File: src/rtl/multiword_add_sequencer_pkg.sv
// Shared definitions for the multi-word add/subtract sequencer.
//  - state_t   : sequencer FSM states (IDLE, RUN, DONE)
//  - idx_width : width of the slice index counter for a given slice count
// No ports; imported by multiword_add_sequencer.
package multiword_add_sequencer_pkg;

    typedef enum logic [1:0] {
        IDLE = 2'd0,
        RUN  = 2'd1,
        DONE = 2'd2
    } state_t;

    // A single slice still needs a one-bit index so the counter is never zero width.
    function automatic int idx_width(input int chunks);
        return (chunks > 1) ? $clog2(chunks) : 1;
    endfunction

endpackage

File: src/rtl/multiword_add_sequencer_csa.sv
// carry_select_adder: N-bit combinational adder, {cout,sum} = a + b + cin.
// The upper half is computed for both possible carries and the real carry out
// of the lower half picks one, so the upper half does not wait on the lower ripple.
// Ports:
//  a, b  in  N  addends
//  cin   in  1  carry in
//  sum   out N  sum modulo 2^N
//  cout  out 1  carry out of bit N-1
module carry_select_adder #(
    parameter int N = 8
) (
    input  logic [N-1:0] a,
    input  logic [N-1:0] b,
    input  logic         cin,
    output logic [N-1:0] sum,
    output logic         cout
);

    generate
        if (N < 2) begin : g_single
            // A one-bit slice has nothing to split, so a plain add is used.
            assign {cout, sum} = {1'b0, a} + {1'b0, b} + {{N{1'b0}}, cin};
        end else begin : g_split
            localparam int L = N / 2;
            localparam int H = N - L;

            logic [L:0] lo;
            logic [H:0] hi0;
            logic [H:0] hi1;

            assign lo  = {1'b0, a[L-1:0]} + {1'b0, b[L-1:0]} + {{L{1'b0}}, cin};
            assign hi0 = {1'b0, a[N-1:L]} + {1'b0, b[N-1:L]};
            assign hi1 = {1'b0, a[N-1:L]} + {1'b0, b[N-1:L]} + {{H{1'b0}}, 1'b1};

            assign sum  = lo[L] ? {hi1[H-1:0], lo[L-1:0]} : {hi0[H-1:0], lo[L-1:0]};
            assign cout = lo[L] ? hi1[H] : hi0[H];
        end
    endgenerate

endmodule

File: src/rtl/multiword_add_sequencer.sv
// multiword_add_sequencer: adds or subtracts two N*CHUNKS-bit operands one
// N-bit slice per cycle through a single carry_select_adder, least significant
// slice first, carrying between cycles. Valid/ready handshake on both sides,
// one operation in flight at a time.
// Ports:
//  clk, rst           clock, synchronous active-high reset
//  in_valid/in_ready  operand handshake
//  in_a, in_b         operands (W bits)
//  in_cin             carry in (ignored when subtracting)
//  in_sub             1 = compute in_a - in_b
//  out_valid/out_ready result handshake
//  out_sum            result modulo 2^W
//  out_cout           carry out of the top slice (subtract: 1 = no borrow)
//  out_ovf            two's-complement overflow
module multiword_add_sequencer
    import multiword_add_sequencer_pkg::*;
#(
    parameter int N      = 8,
    parameter int CHUNKS = 4
) (
    input  logic                  clk,
    input  logic                  rst,
    input  logic                  in_valid,
    output logic                  in_ready,
    input  logic [N*CHUNKS-1:0]   in_a,
    input  logic [N*CHUNKS-1:0]   in_b,
    input  logic                  in_cin,
    input  logic                  in_sub,
    output logic                  out_valid,
    input  logic                  out_ready,
    output logic [N*CHUNKS-1:0]   out_sum,
    output logic                  out_cout,
    output logic                  out_ovf
);

    localparam int             W    = N * CHUNKS;
    localparam int             IW   = idx_width(CHUNKS);
    localparam logic [IW-1:0]  LAST = IW'(CHUNKS - 1);

    state_t          state;
    logic [W-1:0]    op_a;
    logic [W-1:0]    op_b;
    logic [W-1:0]    sum_reg;
    logic            carry;
    logic [IW-1:0]   idx;

    logic [N-1:0]    slice_a;
    logic [N-1:0]    slice_b;
    logic [N-1:0]    slice_sum;
    logic            slice_cout;

    // Slice mux: the current index picks which N-bit window of each latched
    // operand goes through the shared adder this cycle.
    assign slice_a = op_a[int'(idx)*N +: N];
    assign slice_b = op_b[int'(idx)*N +: N];

    carry_select_adder #(.N(N)) u_adder (
        .a    (slice_a),
        .b    (slice_b),
        .cin  (carry),
        .sum  (slice_sum),
        .cout (slice_cout)
    );

    assign out_sum = sum_reg;

    // Sequencer FSM. op_b is stored already inverted for subtraction so RUN
    // never needs to know the operation. Overflow is formed on the final slice
    // from the operand sign bits and the freshly computed result sign bit.
    always_ff @(posedge clk) begin
        if (rst) begin
            state     <= IDLE;
            in_ready  <= 1'b1;
            out_valid <= 1'b0;
            out_cout  <= 1'b0;
            out_ovf   <= 1'b0;
            sum_reg   <= '0;
            op_a      <= '0;
            op_b      <= '0;
            carry     <= 1'b0;
            idx       <= '0;
        end else begin
            case (state)
                IDLE: begin
                    if (in_valid && in_ready) begin
                        op_a     <= in_a;
                        op_b     <= in_sub ? ~in_b : in_b;
                        carry    <= in_sub ? 1'b1 : in_cin;
                        idx      <= '0;
                        in_ready <= 1'b0;
                        state    <= RUN;
                    end
                end
                RUN: begin
                    sum_reg[int'(idx)*N +: N] <= slice_sum;
                    carry                     <= slice_cout;
                    if (idx == LAST) begin
                        idx       <= '0;
                        out_valid <= 1'b1;
                        out_cout  <= slice_cout;
                        out_ovf   <= (op_a[W-1] == op_b[W-1]) && (slice_sum[N-1] != op_a[W-1]);
                        state     <= DONE;
                    end else begin
                        idx <= idx + IW'(1);
                    end
                end
                DONE: begin
                    if (out_ready) begin
                        out_valid <= 1'b0;
                        in_ready  <= 1'b1;
                        state     <= IDLE;
                    end
                end
                default: begin
                    state <= IDLE;
                end
            endcase
        end
    end

endmodule

File: config.mk
export PLATFORM = sky130hd
export DESIGN_NAME = multiword_add_sequencer
export DESIGN_NICKNAME = d
export VERILOG_FILES = /design/src/rtl/multiword_add_sequencer_pkg.sv /design/src/rtl/multiword_add_sequencer_csa.sv /design/src/rtl/multiword_add_sequencer.sv
export SDC_FILE = /design/constraint.sdc
export NUM_CORES = 1
export LEC_CHECK = 0
export ABC_AREA = 1
export BUFFER_PORTS_ARGS = -buffer_cell sky130_fd_sc_hd__buf_2
export CAP_MARGIN = 10
export CELL_PAD_IN_SITES_DETAIL_PLACEMENT = 2
export CELL_PAD_IN_SITES_GLOBAL_PLACEMENT = 2
export CORE_UTILIZATION = 30
export CTS_CLUSTER_SIZE = 10
export DETAILED_ROUTE_END_ITERATION = 8
export PLACE_DENSITY_LB_ADDON = 0.05
export SKIP_CTS_REPAIR_TIMING = 1
export SYNTH_ARGS = -nofsm -noshare
export SYNTH_HDL_FRONTEND = slang
export SYNTH_HIERARCHICAL = 1
export SYNTH_SLANG_ARGS = --single-unit
File: constraint.sdc
create_clock -name clk -period 3.5 [get_ports clk]
set_input_delay 0.175 -clock clk [delete_from_list [all_inputs] [get_ports clk]]
set_output_delay 0.175 -clock clk [all_outputs]
set_load 0.05 [all_outputs]
==> run summary <==
Via count = 4,836
WL final = 16,700 um
CP Capture Type = register
Synth Area in Adders = 4.63%
Syn Inst Count = 701
Leading area contributor after synthesis = dfxtp_1
Final setup fails = 0
Root buf cell = clkbuf_16
Largest net degree at the start of global routing = 71
Vias in the first global route = 5,083
Max_slew headroom = 34.5%
M1 GR Usage = 25.1%
Pre-antenna DRT Iters = 4
Die Y = 132 um
Met2 Usage GRT = 35.1%
Final Skew = 0.00971 ns
Worst slew pin tran = 0.981 ns
Area contributors post-synth = dfxtp_1 (41%), nand2_1 (12%), nor2_1 (8.1%)
Pwr dens = 514 nW/um^2
CTS max path bufs = 2
Clk Latency, worst-skew pair = 0.35 ns
Antenna violations before repair = 0
Clock sink count = 105
Total Routing Usage GR = 19.9%
Register area share after synthesis = 41.4%
Seq cells post-synth = 105
Hold Fails Final Rpt = 0
Post-Syn Nets = 788
IO Pins = 106
Mapped Avg Cell Area = 7.25 um^2
Placed cell count = 994
Routability Congestion = 0.766
Leakage Power = 2.60 nW
Required time worst endpoint = 3.77 ns
Nature of the critical path startpoint = register
Layout Nets = 872
Main flop type after synthesis = dfxtp_1
Most common cell after layout, fill and taps aside = nand2_1
Peak VDD IR = 253 uV
CTS tree = done
Post-route DRC = 0
I/O Buffers = 105
Vias/cell = 4.79
Async SR Flop Fraction = 0%
Outcome = finished, final reports clean
R2R Setup Slk = 0.38 ns
Reg2reg start = idx[1]$_SDFFE_PP0P_
First-pass GRT wire length = 27,200 um
Layout cells sized above 1 = 18.2%
Max Transition Viols Final = 0
Min Tclk post-route = 3.12 ns
Most frequent cells in the layout = nand2_1 (160), nor2_1 (110), buf_2 (105)
N_diodes = 0
TritonCTS Buffers = 9
Max-cap viol count = 0
Number of synthesized flops with an enable pin = 0
Largest family of logic cells by synthesized area = simple AND/OR/NAND/NOR gates
Cell area after synthesis = 5080 um^2
CTS clk-pin slew, worst paths = 0.07 ns
Initial Utilization = 30.6%
Worst-path fanout max = 10
Yosys cell types = 26
Crit path DAT = 3.38 ns
YS warnings = 6
CP startpoint = idx[1]$_SDFFE_PP0P_
Busiest grt layer = met2
RSZ-0062 raised after global routing = false
Hold crit path type = input port to register
Crit path kind = register to register
Htree depth = 3
Synthesis-to-finish area growth = 18.7%
GRT met3 Usage = 2.42%
Synth Area in Simple Gates = 24.3%
Yosys top cell area share = 41.4%
Period Utilization, post-route = 89.0%
Setup TNS Final = 0 ns
Compound-Gate Fraction of Synth Area = 16.7%
Total grt overflow = 0
Final cell count without fillers = 1,010
Post-DP HPWL = 12,700 um
Post-synthesis mux area share = 0%
Average routed wire per standard cell = 16.5 um
Core area = 16,600 um^2
Die Footprint = 17,500 um^2
Hold path startpoint = in_a[14]
Antenna Nets Post-Route = 0
Std cell rows = 47
Max Fclk = 0.321 GHz
Post-synthesis xor/xnor area fraction = 6.21%
Number of DRC markers in iteration 0 = 133
Die X = 132 um
[cell families after synthesis]
logic type / Yosys count
xor gates and xnor gates: 36
AOI/OAI and AO/OA: 164
adders and majority gates: 17
DFF: 105
buffers and inverters: 77
and+or+nand+nor: 302
[power by group]
| group | switching (mW) | total [mW] | internal, mW |
|---|---|---|---|
| clock | 0.455 | 1.01 | 0.555 |
| combinational | 0.506 | 0.749 | 0.243 |
| sequential | 0.0635 | 1.34 | 1.28 |
[cell type report]
class / count / area, um^2
timing repair buffer: 114 / 593
inverter: 36 / 139
multi-input combinational: 519 / 2630
clock inverter: 5 / 56.3
clock buffer: 11 / 233
tap: 220 / 275
fill: 2051 / 10600
sequential: 105 / 2100
[cell usage after synthesis, types with 2 or more instances]
cell and number:
nand2_1 160, nor2_1 110, dfxtp_1 105, a21oi_1 78, o21ai_0 68, xor2_1 35
inv_1 33, clkbuf_1 20, o22ai_1 16, ha_1 14, nand3_1 13, buf_2 10
buf_4 8, nor3_1 8, nor2_4 5, nand3_2 4, fa_1 3, clkbuf_4 2
inv_2 2
[flip-flops by register name, summed over array words and instances, names as in the netlist, 2 cells and up]
register	flops
op_b	32
op_a	32
idx	2
out_sum	32
state	2
[routing by layer]
layer	share of wire, %	vias up
met2	50	71
li1	-	2427
met3	2.1	17
met4	1.6	0
met1	47	2321
met5	0	-
[worst paths after layout]
check | end | depth (start not counted)
worst min-delay path | op_a[14]$_SDFFE_PP0P_ | 3
worst min register to register | out_sum[22]$_SDFFE_PP0P_ | 2
worst max register to register | out_sum[15]$_SDFFE_PP0P_ | 17
worst max-delay path | out_sum[15]$_SDFFE_PP0P_ | 17
[worst max-delay path, stage by stage, from the launching register on]
cell and delay, ns:
dfxtp_1 0.35, inv_1 0.21, o21ai_0 0.15, o22ai_1 0.14, inv_1 0.08, fa_1 0.46, fa_1 0.42, inv_1 0.07
nand3_1 0.09, nand2_1 0.18, nand2_1 0.09, nor2_1 0.09, nand3_1 0.07, nand2_1 0.17, nand2_1 0.10, nor2_1 0.14
nand2_1 0.08, a21oi_1 0.15
[stage by stage]
| step | setup slack, ns | util, % | hold slack (ns) | cell area, um^2 | power [mW] |
|---|---|---|---|---|---|
| global placement | 0.432 | 34.6 | 0.425 | 5740 | 2.09 |
| floorplan | 0.573 | - | 0.323 | 5080 | 1.87 |
| detailed placement | 0.247 | 34.6 | 0.440 | 5740 | 2.13 |
| finish | 0.384 | 36.4 | 0.0783 | 6030 | 3.10 |
| global route | 0.0235 | 36.4 | 0.0892 | 6030 | 3.29 |
| CTS | 0.212 | 36.3 | 0.0691 | 6030 | 3.15 |
(Power assumes the default switching activity.)
